$ cat config.mk
export PLATFORM = sky130hd
export DESIGN_NAME = usart_tx
export DESIGN_NICKNAME = d
export VERILOG_FILES = /design/src/rtl/usart_pkg.sv /design/src/rtl/usart_fifo.sv /design/src/rtl/usart_tx.sv
export SDC_FILE = /design/constraint.sdc
export NUM_CORES = 1
export LEC_CHECK = 0
export ABC_AREA = 1
export BUFFER_PORTS_ARGS = -buffer_cell sky130_fd_sc_hd__buf_2
export CAP_MARGIN = 20
export CELL_PAD_IN_SITES_DETAIL_PLACEMENT = 0
export CELL_PAD_IN_SITES_GLOBAL_PLACEMENT = 1
export CORE_ASPECT_RATIO = 0.6
export CORE_MARGIN = 8
export CORE_UTILIZATION = 39
export CTS_BUF_LIST = sky130_fd_sc_hd__clkbuf_8
export DETAILED_ROUTE_END_ITERATION = 12
export PLACE_DENSITY_LB_ADDON = 0.1
export SLEW_MARGIN = 10
export SYNTH_ARGS = -nofsm -noshare
export SYNTH_HDL_FRONTEND = slang
export SYNTH_SLANG_ARGS = --single-unit
$ cat constraint.sdc
create_clock -name clk -period 2.5 [get_ports clk]
set_clock_uncertainty 0.2 [all_clocks]
set_input_delay 0.5 -clock clk [delete_from_list [all_inputs] [get_ports clk]]
set_output_delay 0.5 -clock clk [all_outputs]
set_load 0.01 [all_outputs]
$ cat src/rtl/usart_pkg.sv
// Shared definitions for the USART transmit and receive paths:
// FSM state encoding, parity codes, default bit timing and small helpers.
package usart_pkg;

    typedef enum logic [2:0] {
        ST_IDLE   = 3'd0,
        ST_START  = 3'd1,
        ST_DATA   = 3'd2,
        ST_PARITY = 3'd3,
        ST_STOP   = 3'd4
    } tx_state_e;

    localparam int PAR_NONE = 0;
    localparam int PAR_ODD  = 1;
    localparam int PAR_EVEN = 2;

    localparam int DEFAULT_CLKS_PER_BIT = 434;

    function automatic int clog2(input int value);
        int result;
        result = 0;
        for (int i = 0; i < 31; i++) begin
            if ((32'd1 << i) < value) begin
                result = i + 1;
            end else begin
                result = result;
            end
        end
        return result;
    endfunction

    // Narrower data words are zero-extended by the caller, which leaves the XOR unchanged.
    function automatic logic parity_bit(input logic [7:0] data, input int mode);
        return (mode == PAR_ODD) ? ~^data : ^data;
    endfunction

endpackage

$ cat src/rtl/usart_fifo.sv
// Synchronous single-clock first-word-fall-through FIFO with occupancy count.
// Push when full and pop when empty are ignored.
module usart_fifo
    import usart_pkg::*;
#(
    parameter int WIDTH = 8,
    parameter int DEPTH = 4,
    localparam int PTR_W = clog2(DEPTH),
    localparam int CNT_W = PTR_W + 1
) (
    input  logic             clk,
    input  logic             reset,
    input  logic             push_i,
    input  logic [WIDTH-1:0] push_data_i,
    input  logic             pop_i,
    output logic [WIDTH-1:0] pop_data_o,
    output logic             full_o,
    output logic             empty_o,
    output logic [CNT_W-1:0] count_o
);

    logic [WIDTH-1:0] mem_q [DEPTH];
    logic [PTR_W-1:0] rd_ptr_q;
    logic [PTR_W-1:0] wr_ptr_q;
    logic [CNT_W-1:0] count_q;
    logic             push_ok_s;
    logic             pop_ok_s;

    assign full_o     = (count_q == CNT_W'(DEPTH));
    assign empty_o    = (count_q == '0);
    assign count_o    = count_q;
    assign pop_data_o = mem_q[rd_ptr_q];
    assign push_ok_s  = push_i & ~full_o;
    assign pop_ok_s   = pop_i & ~empty_o;

    // Pointers wrap naturally because DEPTH is a power of two.
    always_ff @(posedge clk) begin
        if (reset) begin
            rd_ptr_q <= '0;
            wr_ptr_q <= '0;
            count_q  <= '0;
        end else begin
            if (push_ok_s) begin
                wr_ptr_q <= wr_ptr_q + PTR_W'(1);
            end
            if (pop_ok_s) begin
                rd_ptr_q <= rd_ptr_q + PTR_W'(1);
            end
            case ({push_ok_s, pop_ok_s})
                2'b10:   count_q <= count_q + CNT_W'(1);
                2'b01:   count_q <= count_q - CNT_W'(1);
                default: count_q <= count_q;
            endcase
        end
    end

    always_ff @(posedge clk) begin
        if (push_ok_s) begin
            mem_q[wr_ptr_q] <= push_data_i;
        end
    end

endmodule

$ cat src/rtl/usart_tx.sv
// USART transmitter: buffers bytes in a small FIFO and serialises them as
// start / LSB-first data / optional parity / stop frames on a registered tx line.
module usart_tx
    import usart_pkg::*;
#(
    parameter int CLKS_PER_BIT = DEFAULT_CLKS_PER_BIT,
    parameter int DATA_BITS    = 8,
    parameter int PARITY       = PAR_NONE,
    parameter int STOP_BITS    = 1,
    parameter int FIFO_DEPTH   = 4,
    localparam int CNT_W       = clog2(FIFO_DEPTH) + 1
) (
    input  logic                 clk,
    input  logic                 reset,
    input  logic [DATA_BITS-1:0] tx_data,
    input  logic                 tx_valid,
    output logic                 tx_ready,
    output logic                 tx,
    output logic                 busy,
    output logic [CNT_W-1:0]     fifo_count
);

    localparam int BAUD_W = clog2(CLKS_PER_BIT);
    localparam logic [BAUD_W-1:0] BAUD_LAST = BAUD_W'(CLKS_PER_BIT - 1);
    localparam logic [3:0] DATA_LAST = 4'(DATA_BITS - 1);
    localparam logic [3:0] STOP_LAST = 4'(STOP_BITS - 1);

    tx_state_e              state_q, state_d;
    logic [BAUD_W-1:0]      baud_q, baud_d;
    logic [3:0]             bit_q, bit_d;
    logic [DATA_BITS-1:0]   shift_q, shift_d;
    logic                   par_q, par_d;
    logic                   tx_q, tx_d;

    logic                   fifo_pop_s;
    logic [DATA_BITS-1:0]   fifo_data_s;
    logic                   fifo_full_s;
    logic                   fifo_empty_s;
    logic                   bit_end_s;

    usart_fifo #(
        .WIDTH (DATA_BITS),
        .DEPTH (FIFO_DEPTH)
    ) u_fifo (
        .clk         (clk),
        .reset       (reset),
        .push_i      (tx_valid & tx_ready),
        .push_data_i (tx_data),
        .pop_i       (fifo_pop_s),
        .pop_data_o  (fifo_data_s),
        .full_o      (fifo_full_s),
        .empty_o     (fifo_empty_s),
        .count_o     (fifo_count)
    );

    assign tx_ready  = ~fifo_full_s;
    assign tx        = tx_q;
    assign busy      = (state_q != ST_IDLE) | (fifo_count != '0);
    assign bit_end_s = (baud_q == BAUD_LAST);

    // Next-state logic; popping in IDLE or on the last stop cycle makes the start bit begin on the next edge.
    always_comb begin
        state_d    = state_q;
        baud_d     = bit_end_s ? '0 : baud_q + BAUD_W'(1);
        bit_d      = bit_q;
        shift_d    = shift_q;
        par_d      = par_q;
        tx_d       = tx_q;
        fifo_pop_s = 1'b0;
        case (state_q)
            ST_IDLE: begin
                baud_d = '0;
                bit_d  = 4'd0;
                tx_d   = 1'b1;
                if (!fifo_empty_s) begin
                    fifo_pop_s = 1'b1;
                    shift_d    = fifo_data_s;
                    par_d      = parity_bit(8'(fifo_data_s), PARITY);
                    tx_d       = 1'b0;
                    state_d    = ST_START;
                end else begin
                    state_d = ST_IDLE;
                end
            end
            ST_START: begin
                if (bit_end_s) begin
                    state_d = ST_DATA;
                    tx_d    = shift_q[0];
                    bit_d   = 4'd0;
                end else begin
                    state_d = ST_START;
                end
            end
            ST_DATA: begin
                if (!bit_end_s) begin
                    state_d = ST_DATA;
                end else if (bit_q != DATA_LAST) begin
                    bit_d   = bit_q + 4'd1;
                    shift_d = shift_q >> 1;
                    tx_d    = shift_q[1];
                end else if (PARITY != PAR_NONE) begin
                    state_d = ST_PARITY;
                    tx_d    = par_q;
                end else begin
                    state_d = ST_STOP;
                    tx_d    = 1'b1;
                    bit_d   = 4'd0;
                end
            end
            ST_PARITY: begin
                if (bit_end_s) begin
                    state_d = ST_STOP;
                    tx_d    = 1'b1;
                    bit_d   = 4'd0;
                end else begin
                    state_d = ST_PARITY;
                end
            end
            ST_STOP: begin
                if (!bit_end_s) begin
                    state_d = ST_STOP;
                end else if (bit_q != STOP_LAST) begin
                    bit_d = bit_q + 4'd1;
                end else if (!fifo_empty_s) begin
                    fifo_pop_s = 1'b1;
                    shift_d    = fifo_data_s;
                    par_d      = parity_bit(8'(fifo_data_s), PARITY);
                    tx_d       = 1'b0;
                    bit_d      = 4'd0;
                    state_d    = ST_START;
                end else begin
                    tx_d    = 1'b1;
                    state_d = ST_IDLE;
                end
            end
            default: begin
                state_d = ST_IDLE;
                tx_d    = 1'b1;
            end
        endcase
    end

    // State, counters and the registered line driver.
    always_ff @(posedge clk) begin
        if (reset) begin
            state_q <= ST_IDLE;
            baud_q  <= '0;
            bit_q   <= 4'd0;
            shift_q <= '0;
            par_q   <= 1'b0;
            tx_q    <= 1'b1;
        end else begin
            state_q <= state_d;
            baud_q  <= baud_d;
            bit_q   <= bit_d;
            shift_q <= shift_d;
            par_q   <= par_d;
            tx_q    <= tx_d;
        end
    end

endmodule
==> metrics.md <==
| Metric | Value |
|---|---|
| Hold Crit Class | `primary input to flop` |
| Layout Utilization | `approximately 45%` |
| Endpoints failing setup | `0` |
| Slew Limit Headroom | `roughly two thirds` |
| Yosys top cell by area | `edfxtp_1` |
| Die Ht | `84.35 um` |
| Post-route minimum period | `around 2400 ps` |
| Initial Utilization | `between 30% and 40%` |
| Hold endpoint | `u_fifo.mem_q[3][5]` |
| Ant diodes | `0` |
| WL per Instance | `about 13 um` |
| Critical R2R Capture | `u_fifo.count_o[2]` |
| DR pass1 iterations | `4` |
| Total power | `~3.6 mW` |
| Vias/cell | `between 4 and 5` |
| WHS Path Cells | `1` |
| Req. time, crit path | `roughly 2500 ps` |
| Final nets | `415` |
| Synthesis Warnings | `0` |
| Gr ovfl total | `0` |
| Clock sinks | `66` |
| Post-CTS Hold Buffers | `0` |
| Core area | `~0.0077 mm^2` |
| Hold_ws | `172.2 ps` |
| Root Buffer | `clkbuf_8` |
| Worst-Skew Late Latency | `~340 ps` |
| Worst r2r path cells | `15` |
| Status | `finished, final reports clean` |
| HPWL after detailed placement | `approximately 4500 um` |
| Post-Syn Area | `0.003037 mm^2` |
| Gpl congestion | `0.7557` |
| Critical Path End Type | `flop` |
| CP arrival | `around 2400 ps` |
| Static leakage | `about 1.4 nW` |
| Worst-Margin Slew | `523.6 ps` |
| Synth top area cells | `edfxtp_1 (32%), dfxtp_1 (22%), nor2_1 (9.0%)` |
| Post-synth top area share | `between 30% and 40%` |
| Pwr dens | `1024 mW/mm^2` |
| Die Width | `between 100 and 150 um` |
| Count of final hold-check violations | `0` |
| Synth-to-layout area growth | `14.79%` |
| Longest Clk Path Bufs | `2` |
| Vias | `~2,300` |
| Max Transition Viols Final | `0` |
| Hold Crit Start | `tx_data[5]` |
| Layout cells sized above 1 | `15.79%` |
| Post-Route WL | `~6400 um` |
| Post-synthesis cell count | `around 360` |
| Initial DRC Count | `around 130` |
| Fmax | `approximately 420 MHz` |
| Largest net degree at the start of global routing | `17` |
| Die ar. | `about 0.011 mm^2` |
| Cells along the critical path | `inv_1 > ha_1 > nand2_1 > nor2_1 > nand2_2 > a21oi_2 > nand2_2 > inv_1 > ha_1 > inv_2 > fa_2 > a21oi_2 > o21ai_1 > o21ai_1 > a21oi_1` |
| Buffers added on ports | `16` |
| Num ports | `17` |
| Yosys reg bits | `66` |
| CTS tree | `yes` |
| Row count | `25` |
| Register-to-register setup slack | `approximately 130 ps` |
| Critical path launch point type | `flop` |
| Max Cap Violations | `0` |
| Layout Cells excl Fill | `between 500 and 600` |
| Clock slew at reported path FFs | `around 70 ps` |
| Number of fill cells in the layout | `around 800` |
| Worst r2r src | `baud_q[1]` |
| Period Utilization, post-route | `a little over nine tenths` |
| Register area share after synthesis | `a little over half` |
| EDFF count, synth | `32` |
| Final Instance Area | `between 0.003 and 0.004 mm^2` |
| Post-DP Area | `0.003299 mm^2` |
| H-tree levels | `3` |
| Slowest-stage cell, CP | `fa_2` |
| Net Count, Synth | `~380` |
| Placed cells | `between 400 and 500` |
| FFs w/ async S/R, synth | `0%` |
| # DRC | `0` |
| CTS Buf Count | `9` |
| Tot GR Track Use | `between 10 and 15%` |
| Maximum fanout along the worst path | `3` |
| Initial antenna violation count | `0` |
| WS Path Type | `flop to flop` |
| ANT nets after route | `0` |
| Syn Area/Cell | `approximately 8.4 um^2` |
| Vias in the first global route | `roughly 2,200` |
| Critical Path Max Stage Delay | `approximately 370 ps` |
| First-pass GRT wire length | `10,760 um` |
| Top FF cell, synth | `dfxtp_1` |
| Max IR drop VDD | `approximately 0.53 mV` |
| Unique cell type count in the Yosys netlist | `29` |
==> worst max path at each step <==
| stage | from | endpoint | cells past startpoint |
|---|---|---|---|
| 2_1_floorplan | baud_q[0] | u_fifo.count_o[2] | 15 |
| 3_3_place_gp | baud_q[1] | u_fifo.count_o[2] | 15 |
| 3_5_place_dp | baud_q[1] | u_fifo.count_o[2] | 15 |
| 4_1_cts | baud_q[1] | u_fifo.count_o[2] | 15 |
| 5_1_grt | baud_q[1] | u_fifo.count_o[2] | 15 |
| 6_report | baud_q[1] | u_fifo.count_o[2] | 15 |
==> power by group <==
| part | total (mW) | leakage, nW | switching [mW] | internal [mW] |
|---|---|---|---|---|
| combinational | 1.37 | 0.783 | 0.855 | 0.516 |
| sequential | 1.45 | 0.572 | 0.112 | 1.34 |
| clock | 0.745 | 0.0775 | 0.400 | 0.345 |
| total | 3.57 | 1.43 | 1.37 | 2.20 |
==> state kept, by name (all words and copies together), names as in the netlist, named ones only <==
| name | flops |
|---|---|
| u_fifo.mem_q | 32 |
| baud_q | 9 |
| shift_q | 8 |
| bit_q | 4 |
| state_q | 3 |
| u_fifo.count_o | 3 |
| u_fifo.rd_ptr_q | 2 |
| u_fifo.wr_ptr_q | 2 |
| tx | 1 |
==> cell usage after synthesis (6+ instances only) <==
| cell type | instances |
|---|---|
| nor3_1 | 6 |
| inv_1 | 29 |
| dfxtp_1 | 34 |
| o21ai_0 | 26 |
| a21oi_1 | 14 |
| edfxtp_1 | 32 |
| nor2_1 | 73 |
| inv_2 | 8 |
| ha_1 | 9 |
| nand2_1 | 70 |
| nand3_1 | 14 |
| o21ai_1 | 17 |
==> per-stage QoR <==
stage	setup TNS, ps	setup slack, ps
2_1_floorplan	0	16.63
3_3_place_gp	0	100.6
3_5_place_dp	0	71.77
4_1_cts	0	36.58
5_1_grt	-13.90	-13.90
6_report	0	125.6
==> worst max-delay path, delay by kind of cell (launching register included) <==
| family | cells | cell delay, ps |
|---|---|---|
| adders and majority gates | 3 | 650 |
| and+or+nand+nor | 4 | 350 |
| AOI/OAI and AO/OA | 5 | 580 |
| buffers and inverters | 3 | 170 |
| DFF | 1 | 310 |
==> area by class of cell <==
cell class                 count  area, um^2  share of cell area [%]
clock buffer                   9       123.9                   3.553
clock inverter                 7       36.28                   1.041
inverter                      37       138.9                   3.984
multi-input combinational    250        1225                   35.14
sequential                    66        1642                   47.09
tap                          108       135.1                   3.877
timing repair buffer          30       185.2                   5.312
==> repair_timing <==
action / CTS / global route
buffers inserted: 0 / 2
endpoints found under the setup margin: 0 / 1
resized for setup: 0 / 7
==> metal layers <==
metal / global-route usage, % / wire length, um
met1: 17.76 / 3552
met2: 17.13 / 2507
met3: 5.123 / 239
met4: 4.717 / 66
met5: 0 / 0
==> cell usage in the layout (no fill, tap or decap), types with 14 or more instances in the layout <==
cell / count
dfxtp_1: 34
buf_2: 16
nand3_1: 14
nand2_1: 68
inv_1: 28
nor2_1: 73
edfxtp_1: 32
o21ai_1: 19
buf_4: 14
o21ai_0: 24
==> kinds of logic after synthesis <==
logic type,after synthesis,synth area share [%]
and+or+nand+nor,175,24.15
AOI/OAI and AO/OA,62,10.59
DFF,66,54.06
xor gates and xnor gates,3,0.8654
adders and majority gates,10,4.368
buffers and inverters,46,5.974
(Power assumes the default switching activity.)
